### src/rtl/fp_div_sqrt_lane.sv
// fp_div_sqrt_lane: iterative IEEE binary32 divide / square-root unit for one FP issue lane.
//   Flow: FREE -> RESERVED (Acquire) -> PREP (Req) -> ITER x26 -> ROUND -> DONE -> FREE (Release).
//   Flush (or rst) aborts from any state. Results are held in DONE until Release.
// Ports:
//   clk, rst              clock, synchronous active-high reset
//   Acquire, Flush        claim the unit / abort the owning op
//   Req, dataInA/B        start request with dividend|radicand and divisor
//   is_divide, rm         1 = divide, 0 = sqrt; rounding mode (0 RNE,1 RTZ,2 RDN,3 RUP,4 RMM)
//   Release               result consumed
//   Reserved, Busy        unit owned (RESERVED) / unit not FREE
//   Finished              result valid (DONE)
//   DataOut, FFlagsOut    result and {NV,DZ,OF,UF,NX}
// Build option: RSD_FP_DIVSQRT_EARLY_OUT_EN lets special operands skip ITER/ROUND (PREP -> DONE).
module fp_div_sqrt_lane #(
    parameter int unsigned DATA_WIDTH = 32
) (
    input  logic                  clk,
    input  logic                  rst,
    input  logic                  Acquire,
    input  logic                  Flush,
    input  logic                  Req,
    input  logic [DATA_WIDTH-1:0] dataInA,
    input  logic [DATA_WIDTH-1:0] dataInB,
    input  logic                  is_divide,
    input  logic [2:0]            rm,
    input  logic                  Release,
    output logic                  Reserved,
    output logic                  Busy,
    output logic                  Finished,
    output logic [DATA_WIDTH-1:0] DataOut,
    output logic [4:0]            FFlagsOut
);

    localparam int unsigned SIG_W = 24;
    localparam int unsigned Q_W   = 26;
    localparam int unsigned REM_W = 30;
    localparam int unsigned RAD_W = 52;
    localparam int unsigned EXP_W = 10;
    localparam logic [4:0]  ITER_LAST = 5'd25;
    localparam logic [31:0] QNAN = 32'h7fc0_0000;

    typedef enum logic [2:0] {
        S_FREE, S_RESERVED, S_PREP, S_ITER, S_ROUND, S_DONE
    } state_t;

    state_t state, state_next;

    // Latched request
    logic [31:0] lat_a, lat_b;
    logic        lat_div;
    logic [2:0]  lat_rm;

    // Recurrence state
    logic [REM_W-1:0]        rem;
    logic [Q_W-1:0]          root;
    logic [RAD_W-1:0]        rad;
    logic [SIG_W-1:0]        divisor;
    logic [4:0]              iter_cnt;
    logic signed [EXP_W-1:0] exp_r;
    logic                    sign_r;
    logic                    spec_r;
    logic [31:0]             spec_val_r;
    logic [4:0]              spec_fl_r;

    // Leading-zero count of a 24-bit significand (24 when zero)
    function automatic logic [4:0] lzc24(input logic [23:0] v);
        logic [4:0] n;
        logic       found;
        n     = 5'd0;
        found = 1'b0;
        for (int i = 23; i >= 0; i--) begin
            if (!found) begin
                if (v[i]) found = 1'b1;
                else      n = n + 5'd1;
            end
        end
        return n;
    endfunction

    // ---------------- PREP: unpack, normalise, classify ----------------
    logic                    a_sign, b_sign, r_sign;
    logic [7:0]              a_e, b_e;
    logic [22:0]             a_m, b_m;
    logic                    a_zero, b_zero, a_inf, b_inf, a_nan, b_nan, a_snan, b_snan;
    logic [23:0]             a_v, b_v, a_sig, b_sig;
    logic [4:0]              a_lz, b_lz;
    logic signed [EXP_W-1:0] a_exp, b_exp, div_exp, sq_ue, sq_exp;
    logic [24:0]             sq_x;
    logic                    prep_spec;
    logic [31:0]             prep_val;
    logic [4:0]              prep_fl;

    always_comb begin
        {a_sign, a_e, a_m} = lat_a;
        {b_sign, b_e, b_m} = lat_b;
        a_zero = (a_e == 8'd0)   && (a_m == 23'd0);
        b_zero = (b_e == 8'd0)   && (b_m == 23'd0);
        a_inf  = (a_e == 8'hff)  && (a_m == 23'd0);
        b_inf  = (b_e == 8'hff)  && (b_m == 23'd0);
        a_nan  = (a_e == 8'hff)  && (a_m != 23'd0);
        b_nan  = (b_e == 8'hff)  && (b_m != 23'd0);
        a_snan = a_nan && !a_m[22];
        b_snan = b_nan && !b_m[22];
        r_sign = lat_div ? (a_sign ^ b_sign) : a_sign;

        // Subnormals: shift the leading one up to bit 23 and pull the exponent down to match
        a_v   = {(a_e != 8'd0), a_m};
        b_v   = {(b_e != 8'd0), b_m};
        a_lz  = lzc24(a_v);
        b_lz  = lzc24(b_v);
        a_sig = a_v << a_lz;
        b_sig = b_v << b_lz;
        a_exp = $signed({2'b00, (a_e == 8'd0) ? 8'd1 : a_e}) - $signed({5'd0, a_lz});
        b_exp = $signed({2'b00, (b_e == 8'd0) ? 8'd1 : b_e}) - $signed({5'd0, b_lz});

        div_exp = a_exp - b_exp + 10'sd127;
        // Odd unbiased exponent: radicand doubled so the halved exponent stays integral
        sq_ue  = a_exp - 10'sd127;
        sq_exp = (sq_ue >>> 1) + 10'sd127;
        sq_x   = sq_ue[0] ? {a_sig, 1'b0} : {1'b0, a_sig};

        prep_spec = 1'b0;
        prep_val  = 32'd0;
        prep_fl   = 5'd0;
        if (lat_div) begin
            if (a_nan || b_nan) begin
                prep_spec = 1'b1; prep_val = QNAN; prep_fl[4] = a_snan | b_snan;
            end else if ((a_zero && b_zero) || (a_inf && b_inf)) begin
                prep_spec = 1'b1; prep_val = QNAN; prep_fl[4] = 1'b1;
            end else if (a_inf) begin
                prep_spec = 1'b1; prep_val = {r_sign, 8'hff, 23'd0};
            end else if (b_zero) begin
                prep_spec = 1'b1; prep_val = {r_sign, 8'hff, 23'd0}; prep_fl[3] = 1'b1;
            end else if (a_zero || b_inf) begin
                prep_spec = 1'b1; prep_val = {r_sign, 31'd0};
            end
        end else begin
            if (a_nan) begin
                prep_spec = 1'b1; prep_val = QNAN; prep_fl[4] = a_snan;
            end else if (a_zero) begin
                prep_spec = 1'b1; prep_val = {a_sign, 31'd0};
            end else if (a_sign) begin
                prep_spec = 1'b1; prep_val = QNAN; prep_fl[4] = 1'b1;
            end else if (a_inf) begin
                prep_spec = 1'b1; prep_val = 32'h7f80_0000;
            end
        end
    end

    // ---------------- ITER: one restoring step per cycle ----------------
    logic             div_ge, sq_ge, step_bit;
    logic [REM_W-1:0] div_rem_n, sq_rem4, sq_trial, sq_rem_n;

    always_comb begin
        div_ge    = rem >= REM_W'(divisor);
        div_rem_n = (div_ge ? rem - REM_W'(divisor) : rem) << 1;
        sq_rem4   = {rem[REM_W-3:0], rad[RAD_W-1 -: 2]};
        sq_trial  = REM_W'({root, 2'b01});
        sq_ge     = sq_rem4 >= sq_trial;
        sq_rem_n  = sq_ge ? sq_rem4 - sq_trial : sq_rem4;
        step_bit  = lat_div ? div_ge : sq_ge;
    end

    // ---------------- ROUND: normalise, denormalise, round, pack ----------------
    logic                    norm_shift, r_guard, r_sticky, d_g, d_s, lost, inexact, inc, ovf, ovf_inf;
    logic [SIG_W-1:0]        r_sig;
    logic signed [EXP_W-1:0] n_exp;
    logic [EXP_W-1:0]        sh;
    logic [25:0]             w, w_sh;
    logic [7:0]              exp_base;
    logic [30:0]             packed_r;
    logic [31:0]             rnd_val;
    logic [4:0]              rnd_fl;

    always_comb begin
        // Divide quotient below 1.0 carries one fewer integer bit
        norm_shift = lat_div && !root[Q_W-1];
        r_sig      = norm_shift ? root[24:1] : root[25:2];
        r_guard    = norm_shift ? root[0] : root[1];
        r_sticky   = (norm_shift ? 1'b0 : root[0]) | (rem != '0);
        n_exp      = norm_shift ? exp_r - 10'sd1 : exp_r;

        w        = {r_sig, r_guard, r_sticky};
        sh       = '0;
        w_sh     = w;
        lost     = 1'b0;
        exp_base = 8'(n_exp - 10'sd1);
        if (n_exp <= 10'sd0) begin
            sh       = 10'(10'sd1 - n_exp);
            exp_base = 8'd0;
            if (sh >= 10'd26) begin
                w_sh = '0;
                lost = |w;
            end else begin
                w_sh = w >> sh;
                lost = |(w & ~({26{1'b1}} << sh));
            end
        end
        d_g     = w_sh[1];
        d_s     = w_sh[0] | lost;
        inexact = d_g | d_s;

        case (lat_rm)
            3'd1:    inc = 1'b0;
            3'd2:    inc = inexact & sign_r;
            3'd3:    inc = inexact & ~sign_r;
            3'd4:    inc = d_g;
            default: inc = d_g & (d_s | w_sh[2]);
        endcase
        case (lat_rm)
            3'd1:    ovf_inf = 1'b0;
            3'd2:    ovf_inf = sign_r;
            3'd3:    ovf_inf = ~sign_r;
            default: ovf_inf = 1'b1;
        endcase

        // Hidden bit adds into the exponent field, so a rounding carry renormalises for free
        packed_r = {exp_base, 23'd0} + {7'd0, w_sh[25:2]} + 31'(inc);
        ovf      = (n_exp >= 10'sd255) || (packed_r[30:23] == 8'hff);

        if (spec_r) begin
            rnd_val = spec_val_r;
            rnd_fl  = spec_fl_r;
        end else if (ovf) begin
            rnd_val = ovf_inf ? {sign_r, 8'hff, 23'd0} : {sign_r, 8'hfe, 23'h7f_ffff};
            rnd_fl  = 5'b00101;
        end else begin
            rnd_val = {sign_r, packed_r};
            rnd_fl  = {3'b000, inexact && (packed_r[30:23] == 8'd0), inexact};
        end
    end

    // ---------------- FSM ----------------
    always_ff @(posedge clk) begin
        if (rst) state <= S_FREE;
        else     state <= state_next;
    end

    always_comb begin
        state_next = state;
        if (Flush) begin
            state_next = S_FREE;
        end else begin
            case (state)
                S_FREE:     if (Acquire) state_next = S_RESERVED;
                S_RESERVED: if (Req)     state_next = S_PREP;
`ifdef RSD_FP_DIVSQRT_EARLY_OUT_EN
                S_PREP:     state_next = prep_spec ? S_DONE : S_ITER;
`else
                S_PREP:     state_next = S_ITER;
`endif
                S_ITER:     if (iter_cnt == ITER_LAST) state_next = S_ROUND;
                S_ROUND:    state_next = S_DONE;
                S_DONE:     if (Release) state_next = S_FREE;
                default:    state_next = S_FREE;
            endcase
        end
    end

    // ---------------- Datapath and registered outputs ----------------
    always_ff @(posedge clk) begin
        if (rst) begin
            Reserved   <= 1'b0;
            Busy       <= 1'b0;
            Finished   <= 1'b0;
            DataOut    <= '0;
            FFlagsOut  <= '0;
            lat_a      <= '0;
            lat_b      <= '0;
            lat_div    <= 1'b0;
            lat_rm     <= '0;
            rem        <= '0;
            root       <= '0;
            rad        <= '0;
            divisor    <= '0;
            iter_cnt   <= '0;
            exp_r      <= '0;
            sign_r     <= 1'b0;
            spec_r     <= 1'b0;
            spec_val_r <= '0;
            spec_fl_r  <= '0;
        end else begin
            Reserved <= (state_next == S_RESERVED);
            Busy     <= (state_next != S_FREE);
            Finished <= (state_next == S_DONE);

            case (state)
                S_RESERVED: begin
                    if (Req) begin
                        lat_a   <= 32'(dataInA);
                        lat_b   <= 32'(dataInB);
                        lat_div <= is_divide;
                        lat_rm  <= rm;
                    end
                end
                S_PREP: begin
                    rem        <= lat_div ? REM_W'(a_sig) : '0;
                    root       <= '0;
                    rad        <= {sq_x, 27'd0};
                    divisor    <= b_sig;
                    iter_cnt   <= 5'd0;
                    exp_r      <= lat_div ? div_exp : sq_exp;
                    sign_r     <= r_sign;
                    spec_r     <= prep_spec;
                    spec_val_r <= prep_val;
                    spec_fl_r  <= prep_fl;
                end
                S_ITER: begin
                    rem      <= lat_div ? div_rem_n : sq_rem_n;
                    root     <= {root[Q_W-2:0], step_bit};
                    rad      <= rad << 2;
                    iter_cnt <= iter_cnt + 5'd1;
                end
                default: ;
            endcase

            if (state_next == S_DONE && state != S_DONE) begin
                if (state == S_PREP) begin
                    DataOut   <= DATA_WIDTH'(prep_val);
                    FFlagsOut <= prep_fl;
                end else begin
                    DataOut   <= DATA_WIDTH'(rnd_val);
                    FFlagsOut <= rnd_fl;
                end
            end
        end
    end

endmodule
### config.mk
export PLATFORM = sky130hd
export DESIGN_NAME = fp_div_sqrt_lane
export DESIGN_NICKNAME = d
export VERILOG_FILES = /design/src/rtl/fp_div_sqrt_lane.sv
export SDC_FILE = /design/constraint.sdc
export NUM_CORES = 1
export LEC_CHECK = 0
export ABC_AREA = 1
export CAP_MARGIN = 20
export CORE_MARGIN = 2
export CORE_UTILIZATION = 45
export DETAILED_ROUTE_END_ITERATION = 6
export GPL_ROUTABILITY_DRIVEN = 0
export HOLD_SLACK_MARGIN = 0.06
export PLACE_DENSITY = 0.65
export SLEW_MARGIN = 10
export SYNTH_ARGS = -nofsm -noshare
export SYNTH_HDL_FRONTEND = slang
export SYNTH_SLANG_ARGS = --single-unit
### constraint.sdc
create_clock -name clk -period 14.3 [get_ports clk]
set_input_delay 1.43 -clock clk [delete_from_list [all_inputs] [get_ports clk]]
set_output_delay 1.43 -clock clk [all_outputs]
set_load 0.05 [all_outputs]
## After elaboration in Yosys (flattened, before gate mapping)

Index checks and enable logic that the tools add are counted.

- Flip-flop bits (word level): 294
- Latch bits: 0
- RAM bits: 0
- Bits in read-only memories: 0
- Input bits: 74
- Output and inout port bits: 40
- Word-level logic and storage cells: 406
- Memories kept: 0

- Add/sub/neg operators: 60
- Multipliers: 0
- Div/mod/pow operators: 0
- Order comparisons: 5
- Equal/unequal tests: 16
- Shifts and indexed selects: 4
- Mux-type cells: 253
- Bitwise gates (word level): 12
- Reductions and logical operators: 36

Operators with widths:

| operator | count |
|---|---|
| 2-to-1 mux 5 bit | 94 |
| 2-to-1 mux 32 bit | 10 |
| adder 5 x 1 -> 5 bit (second input constant) | 47 |
| 2-to-1 mux 1 bit | 119 |
| one-hot mux 52 bit (2 select lines) | 1 |
| 2-to-1 mux 31 bit | 3 |
| 2-to-1 mux 24 bit | 3 |
| 2-to-1 mux 30 bit | 2 |
| one-hot mux 30 bit (2 select lines) | 1 |
| 2-to-1 mux 26 bit | 2 |
| one-hot mux 26 bit (2 select lines) | 1 |
| OR reduction 26 bit | 2 |
| << shifter 24 x 5 -> 24 bit | 2 |
| logical NOT 23 bit | 2 |
| nonzero test 23 bit | 2 |
| adder 31 x 1 -> 31 bit | 1 |
| adder 31 x 24 -> 31 bit | 1 |
| >= comparator 30 x 24 -> 1 bit | 1 |
| >= comparator 30 x 28 -> 1 bit | 1 |
| nonzero test 30 bit | 1 |
| subtractor 30 x 28 -> 30 bit | 1 |
| 2-to-1 mux 29 bit | 1 |
| subtractor 29 x 24 -> 29 bit | 1 |
| AND 26 bit | 1 |
| 41 further kinds | 86 |

## Longest topological paths before layout

Gate-level depths: netlist (run 1).

- Word-level depth: 75
- Mapped depth: 104
- Gate-level depth less buffers: 104

## Least setup slack after synthesis (run 1)

Ideal clock, no wire load.

- Path type: flip-flop to flip-flop
- Start: register lat_b[29]
- End: register exp_r[9]
- Setup time: 0.074 ns
- Arrival time: 14.829 ns
- Required time: 14.226 ns
- Slack: -0.603 ns
- Stages on the path, launching flop included: 102
- Buffers on the path: 1
- Clock period less this slack: 14.903 ns
- Cell sequence: dfxtp_1 -> nor2_2 -> nand2_2 -> nor2_4 -> nand2_2 -> clkinv_2 -> ha_1 -> nor2_1 -> nor2_1 -> ha_1 -> nand2_1 -> nand2_1 -> a21oi_1 -> nor2_1 -> ha_1 -> nand2_1 -> nand2_1 -> ha_1 -> [66 not listed] -> a211oi_1 -> nor2_1 -> o21ai_0 -> inv_1 -> nor2_1 -> xor2_1 -> ha_1 -> ha_1 -> nand2_1 -> a21oi_1 -> nor2_1 -> nor2_1 -> nor2_1 -> inv_1 -> a21oi_1 -> xor2_1 -> nand2_1 -> a31oi_1

- Word-level cells in the longest chain between the ends: 75
- Elaborated cells between the ends (all ways): 100
- Those cells by class: add/sub (26); mux (72); reduce/logical (2)

Ends and longest elaborated chain:

| element | RTL line | source |
|---|---|---|
| from (decl) | 49 | `logic [31:0] lat_a, lat_b;` |
| from (signal assigned) | 291 | `lat_b <= 32'(dataInB);` |
| nonzero test 8 bit | 108 | `b_v = {(b_e != 8'd0), b_m};` |
| 2-to-1 mux 1 bit | 73 | `if (v[i]) found = 1'b1;` |
| adder 5 x 1 -> 5 bit | 74 | `else n = n + 5'd1;` |
| 2-to-1 mux 5 bit | 73 |  |
| 2-to-1 mux 5 bit | 72 | `if (!found) begin` |
| adder 5 x 1 -> 5 bit | 74 |  |
| 2-to-1 mux 5 bit | 73 |  |
| 2-to-1 mux 5 bit | 72 |  |
| [59 not listed] | -- |  |
| 2-to-1 mux 5 bit | 72 |  |
| adder 5 x 1 -> 5 bit | 74 |  |
| 2-to-1 mux 5 bit | 73 |  |
| 2-to-1 mux 5 bit | 72 |  |
| subtractor 8 x 5 -> 9 bit (*) | 114 | `b_exp = $signed({2'b00, (b_e == 8'd0) ? 8'd1 : b_e}) - $signed({5'd0, b_lz});` |
| subtractor 9 x 9 -> 10 bit (*) | 116 | `div_exp = a_exp - b_exp + 10'sd127;` |
| adder 10 x 8 -> 10 bit (*) | 116 |  |
| 2-to-1 mux 10 bit (*) | 302 | `exp_r <= lat_div ? div_exp : sq_exp;` |
| to (signal assigned) | 302 |  |
| to (decl) | 59 | `logic signed [EXP_W-1:0] exp_r;` |

Every way passes the cells marked *; elsewhere a longest branch is shown, timed or not.
A chain may end at the register's enable or synchronous reset.

## Worst setup path after layout (run 1)

- Start: register lat_b[28]
- End: register exp_r[9]

Same word-level chain as after synthesis.

==> metrics.md, run 1 <==
| Metric | Value |
|---|---|
| Status | finished, violations left |
| Failing checks | design-rule violations |
| Gate Count Post-Synth | 4224 |
| CP Launch Type | register |
| Top Family by Delay on Critical Path | adder cells |
| Buffers and inverters on the worst path | 17 |
| Initial drt markers | 2636 |
| Critical path data arrival time | 14.43 ns |
| Row count | 86 |
| Die Height | 239 um |
| H-Tree Depth | 1 |
| CTS sink count | 238 |
| Synth Warn # | 0 |
| Post-route ant nets | 0 |
| Core Util, Final | 0.538 |
| Worst setup margin | 0.396 ns |
| Slew headroom | 0.295 |
| Routed wire length | 81500 um |
| GRT Overall Usage | 0.272 |
| Io pins | 114 |
| CTS tree | built |
| Final Cycle Share | 0.972 |
| RSZ-0062 raised after global routing | true |
| Die area | 57100 um^2 |
| Post-synthesis area per instance | 5.89 um^2 |
| Crit path capture type | register |
| Antenna violations before repair | 0 |
| 1st-pass router iterations | 7 |
| Reg2reg path depth | 98 |
| CTS root buf | clkbuf_16 |
| IO Port Bufs | 113 |
| # setup viols final | 0 |
| Mapped Area | 24900 um^2 |
| Via count | 28000 |
| Hold Crit Start | divisor[20]$_SDFFE_PP0P_ |
| Share of cells above drive strength 1 | 0.128 |
| R2r setup slk | 0.40 ns |
| Via/cell ratio | 5.48 |
| Sequential share of the synthesized area | 0.192 |
| Kind of critical path | register to register |
| Dpl hpwl | 61400 um |
| Worst r2r src | lat_b[28]$_SDFFE_PP0P_ |
| R2r endpoint | exp_r[9]$_SDFFE_PP0P_ |
| Slew Viols, Final | 0 |
| Hold EP | divisor[20]$_SDFFE_PP0P_ |
| Main synth FF type | dfxtp_1 |
| Vias in the first global route | 25000 |
| DRC | 2 |
| Post-synth EDFFs | 0 |
| Slowest-stage cell, CP | dfxtp_2 |
| Total CTS buffers | 30 |
| Min Hold Slack | 0.454 ns |
| N_diodes | 0 |
| Clock transition at path regs | 0.07 ns |
| Most frequent cells in the layout | 1092 x nand2_1, 513 x inv_1, 329 x nor2_1 |
| Hold Crit Depth | 2 |
| Cell variety after synth | 71 |
| Setup WS pre-CTS | -0.685 ns |
| First-pass GRT wire length | 129000 um |
| Starting Density | 0.453 |
| Final nets | 4595 |
| Min-Delay Path Class | register to register |
| Skew-Pair Late Insertion Delay | 0.60 ns |
| Fmax | 71.9 MHz |
| Syn nets | 4437 |
| Crit path time final | 13.90 ns |
| Clk_skew | 0.0278 ns |
| Die W | 239 um |
| Area growth from synthesis to layout | 18.7% |
| Most frequent CP cell | ha_4 |
| Max_cap viols | 0 |
| Hold Violations, Final | 0 |
| Largest net degree at the start of global routing | 91 |
| CP max stage delay | 0.34 ns |
| Placeable Area | 54900 um^2 |
| Critical path peak fanout | 3 |
| Drt wl/cell | 15.9 um |
| Remaining global-route overflow | 0 |
| Ys async rst share | 0 |
| CP required | 14.83 ns |
| CTS Buffer Depth | 3 |
| Slew of the pin with the lowest slew margin | 1.05 ns |
| Yosys reg bits | 238 |
| Commonest non-fill, non-tap cell in the layout | nand2_1 |
## worst max path at each step
stage,startpoint,endpoint,slack [ns],cells after the start
final,lat_b[28]$_SDFFE_PP0P_,exp_r[9]$_SDFFE_PP0P_,0.40,98
after global routing,lat_b[26]$_SDFFE_PP0P_,exp_r[9]$_SDFFE_PP0P_,-0.37,98
after floorplan,lat_b[24]$_SDFFE_PP0P_,exp_r[9]$_SDFFE_PP0P_,0.007,101
after CTS,lat_b[30]$_SDFFE_PP0P_,exp_r[9]$_SDFFE_PP0P_,0.008,104
after detailed placement,lat_b[25]$_SDFFE_PP0P_,exp_r[9]$_SDFFE_PP0P_,-0.69,103
after global placement,lat_b[25]$_SDFFE_PP0P_,exp_r[9]$_SDFFE_PP0P_,-0.31,103
## stage by stage
stage	area, um^2	setup TNS [ns]	instances
floorplan	25000	0	4224
global placement	27200	-0.802	5009
detailed placement	27200	-2.89	5009
CTS	28600	0	5086
global route	29500	-0.585	5110
finish	29500	0	5110
## worst min-delay path: stages, from the launching register on
cell and delay (ns):
dfxtp_1 0.31, nand2_1 0.06, nand2_1 0.04
## synthesized netlist by cell type (4+ instances only)
cell type	n	area (um^2)
nand2_1	1117	4190
dfxtp_1	238	4760
o2111ai_1	4	35.0
o21bai_1	8	60.1
xnor2_1	50	438
or2_2	9	56.3
o31ai_1	9	67.6
or2_1	4	25.0
clkinv_1	8	30.0
inv_2	25	93.8
buf_4	9	67.6
o21ai_2	5	43.8
inv_1	545	2050
o22ai_1	42	263
a21oi_1	310	1550
buf_1	8	30.0
fa_1	4	80.1
buf_6	8	90.1
nand2_4	6	67.6
nor2_4	12	135
nand3b_1	21	158
xor2_1	82	718
o221ai_1	6	52.6
nand2_2	40	250
nand3_1	320	1600
o211ai_1	18	135
and3_1	5	31.3
o21ai_0	302	1510
a211oi_1	9	67.6
nand4_1	86	538
clkbuf_1	108	405
nor3_1	36	180
nor2_1	352	1320
o21ai_1	57	285
nor3_2	4	40.0
ha_1	135	1690
buf_2	23	115
o22ai_2	11	138
nand3_2	12	120
nor2_2	29	181
o21a_1	7	52.6
nor4_1	29	181
a22oi_1	23	173
a31oi_1	41	257
## metal layers
| metal | part of all wire | vias to the layer above | global-route usage |
|---|---|---|---|
| met5 | 0 | - | 0 |
| li1 | - | 14300 | - |
| met4 | 0.032 | 0 | 0.0797 |
| met1 | 0.46 | 12700 | 0.388 |
| met2 | 0.44 | 898 | 0.437 |
| met3 | 0.061 | 162 | 0.0210 |
## state kept, by name, summed over array words and instances (netlist names)
register    flops
DataOut        32
lat_a          32
lat_b          32
rem            30
root           26
rad            25
divisor        24
exp_r          10
FFlagsOut       5
iter_cnt        5
lat_rm          3
spec_val_r      3
state           3
spec_fl_r       2
Busy            1
Finished        1
Reserved        1
lat_div         1
sign_r          1
spec_r          1
## layout make-up
class	count	area, um^2
Tap cell	704	881
Sequential cell	238	4770
Inverter	580	2190
Clock buffer	37	817
Clock inverter	19	200
Timing Repair Buffer	283	2430
Multi-Input combinational cell	3249	18200
Fill cell	5610	25400
## kinds of logic after synthesis
kind of cell / Yosys count / share of synthesized area
mux: 3 / 0.00121
flops: 238 / 0.192
buf+inv: 737 / 0.117
simple gates: 2094 / 0.373
xor+xnor: 134 / 0.0478
compound gates: 879 / 0.198
fa+ha+maj: 139 / 0.0712
## repair_timing
item / in CTS / in global routing
cloned: 0 / 0
gates resized for setup: 38 / 156
buffers inserted: 21 / 26
pin swaps: 53 / 145
endpoints found under the setup margin: 7 / 23
hold buffers: 0 / 0
Power of run 1 is not shown: default switching activity piles up to over one toggle a cycle in this logic, so the estimate is an artifact.
==> inputs of run 2 (changes only) <==
Settings changed: RECOVER_POWER set to 50.
==> run 2 against run 1 <==
Effect of this change:
- the flow finishes with violations (max-capacitance violations, max-slew violations)
- sequential cell count is the same
- non-clock buffer count unchanged
- critical path depth stayed put
- cell area barely moved
- clock skew fell by 0.0036 ns
- worst hold slack improved by 0.00059 ns
- routed wire length about the same
- via count about the same
- first-iteration DRC count hardly changed
- die area did not move
- clock-buffer cell count did not move
- global-route usage unchanged
- largest cell class unchanged
==> metrics.md, run 2 (synthesized netlist as in run 1, its figures left out) <==
| Metric | Value |
|---|---|
| GRT Overall Usage | 0.272 (unchanged) |
| Via count | 28000 (about the same) |
| Vias in the first global route | 25000 (unchanged) |
| IO Port Bufs | 113 (unchanged) |
| Largest registers | DataOut: 32 flops, lat_a: 32 flops, lat_b: 32 flops (unchanged) |
| Critical path data arrival time | 14.44 ns (was 14.43 ns) |
| Most frequent CP cell | ha_4 (unchanged) |
| CTS tree | built (unchanged) |
| Die Height | 239 um (unchanged) |
| Slew of the pin with the lowest slew margin | 3.88 ns (was 1.05 ns) |
| Die W | 239 um (unchanged) |
| Initial drt markers | 2638 (was 2636) |
| Critical path peak fanout | 3 (unchanged) |
| Worst setup margin | 0.383 ns (was 0.396 ns) |
| Post-route ant nets | 0 (unchanged) |
| Remaining global-route overflow | 0 (unchanged) |
| Placed Area | 27200 um^2 (unchanged) |
| Row count | 86 (unchanged) |
| Most frequent cells in the layout | 1092 x nand2_1, 513 x inv_1, 329 x nor2_1 (unchanged) |
| # setup viols final | 0 (unchanged) |
| Max_cap viols | 3 (was 0) |
| Final Cycle Share | 0.973 (was 0.972) |
| Starting Density | 0.453 (unchanged) |
| CP Launch Type | register (unchanged) |
| Hold buffer count at cts | 0 (unchanged) |
| Routed wire length | 81400 um (was 81500 um) |
| DRC | 0 (was 2) |
| CTS Buffer Depth | 3 (unchanged) |
| Via/cell ratio | 5.48 (about the same) |
| Area growth from synthesis to layout | 18.7% (about the same) |
| Final nets | 4595 (unchanged) |
| Crit path time final | 13.92 ns (was 13.90 ns) |
| Status | finished, violations left (unchanged) |
| Io pins | 114 (unchanged) |
| Clk_skew | 0.0242 ns (was 0.0278 ns) |
| Total CTS buffers | 30 (unchanged) |
| Slew headroom | -1.59 (was 0.295) |
| Placeable Area | 54900 um^2 (unchanged) |
| Commonest non-fill, non-tap cell in the layout | nand2_1 (unchanged) |
| Kind of critical path | register to register (unchanged) |
| Crit path capture type | register (unchanged) |
| R2r setup slk | 0.38 ns (was 0.40 ns) |
| 1st-pass router iterations | 7 (unchanged) |
| Skew-Pair Late Insertion Delay | 0.60 ns (about the same) |
| Min-Delay Path Class | register to register (unchanged) |
| Failing checks | max-capacitance violations, max-slew violations (was design-rule violations) |
| Antenna violations before repair | 0 (unchanged) |
| Final instance area | 29500 um^2 (about the same) |
| Largest net degree at the start of global routing | 91 (unchanged) |
| Slowest-stage cell, CP | dfxtp_2 (unchanged) |
| Die area | 57100 um^2 (unchanged) |
| N_diodes | 0 (unchanged) |
| CTS sink count | 238 (unchanged) |
| CTS root buf | clkbuf_16 (unchanged) |
| RSZ-0062 raised after global routing | true (unchanged) |
| CP required | 14.83 ns (about the same) |
| CP max stage delay | 0.34 ns (about the same) |
| First-pass GRT wire length | 129000 um (unchanged) |
| Hold Violations, Final | 0 (unchanged) |
| Drt wl/cell | 15.9 um (about the same) |
| Fmax | 71.9 MHz (about the same) |
| Slew Viols, Final | 189 (was 0) |
| Setup WS pre-CTS | -0.685 ns (unchanged) |
| H-Tree Depth | 1 (unchanged) |
| Clock transition at path regs | 0.07 ns (about the same) |
| Share of cells above drive strength 1 | 0.127 (was 0.128) |
| Dpl hpwl | 61400 um (unchanged) |
## run 2: per-layer routing
metal	track usage	vias up	part of all wire
met5	0	-	0
met4	0.0797	0	0.032
met3	0.0210	168	0.061
met2	0.437	932	0.44
met1	0.388	12600	0.47
li1	-	14300	-
## run 2: cell type report
class	count	area (um^2)
clock buffer	37	817
clock inverter	19	200
tap	704	881
timing repair buffer	283	2410
multi-input combinational	3249	18200
inverter	580	2190
fill	5616	25400
sequential	238	4770
## run 2: stage by stage
stage | util | TNS, ns | hold slack, ns | std cells
after floorplan | - | 0 | 0.426 | 4224
after CTS | 0.521 | 0 | 0.459 | 5086
after detailed placement | 0.496 | -2.89 | 0.449 | 5009
after global routing | 0.538 | -0.585 | 0.475 | 5110
final | 0.538 | 0 | 0.454 | 5110
after global placement | 0.496 | -0.802 | 0.442 | 5009
## run 2: path summary, 6_finish.rpt
check,depth (start not counted),from,end
worst min-delay path,2,divisor[20]$_SDFFE_PP0P_,divisor[20]$_SDFFE_PP0P_
worst max register to register,98,lat_b[28]$_SDFFE_PP0P_,exp_r[9]$_SDFFE_PP0P_
worst max-delay path,98,lat_b[28]$_SDFFE_PP0P_,exp_r[9]$_SDFFE_PP0P_
worst min register to register,2,divisor[20]$_SDFFE_PP0P_,divisor[20]$_SDFFE_PP0P_
## run 2: what timing repair did
action / in CTS / in global routing
buffers inserted: 21 / 26
pin swaps: 53 / 145
setup endpoints to repair: 7 / 23
gates resized for setup: 38 / 156
## run 2: worst max-delay path: cells and delay by family (launching register included)
kind | cells | cell delay (ns)
simple gates | 31 | 2.61
xor+xnor | 2 | 0.41
buf+inv | 17 | 0.95
flops | 1 | 0.34
compound gates | 23 | 3.37
fa+ha+maj | 25 | 6.18
Power of run 2 is left out for the same reason.
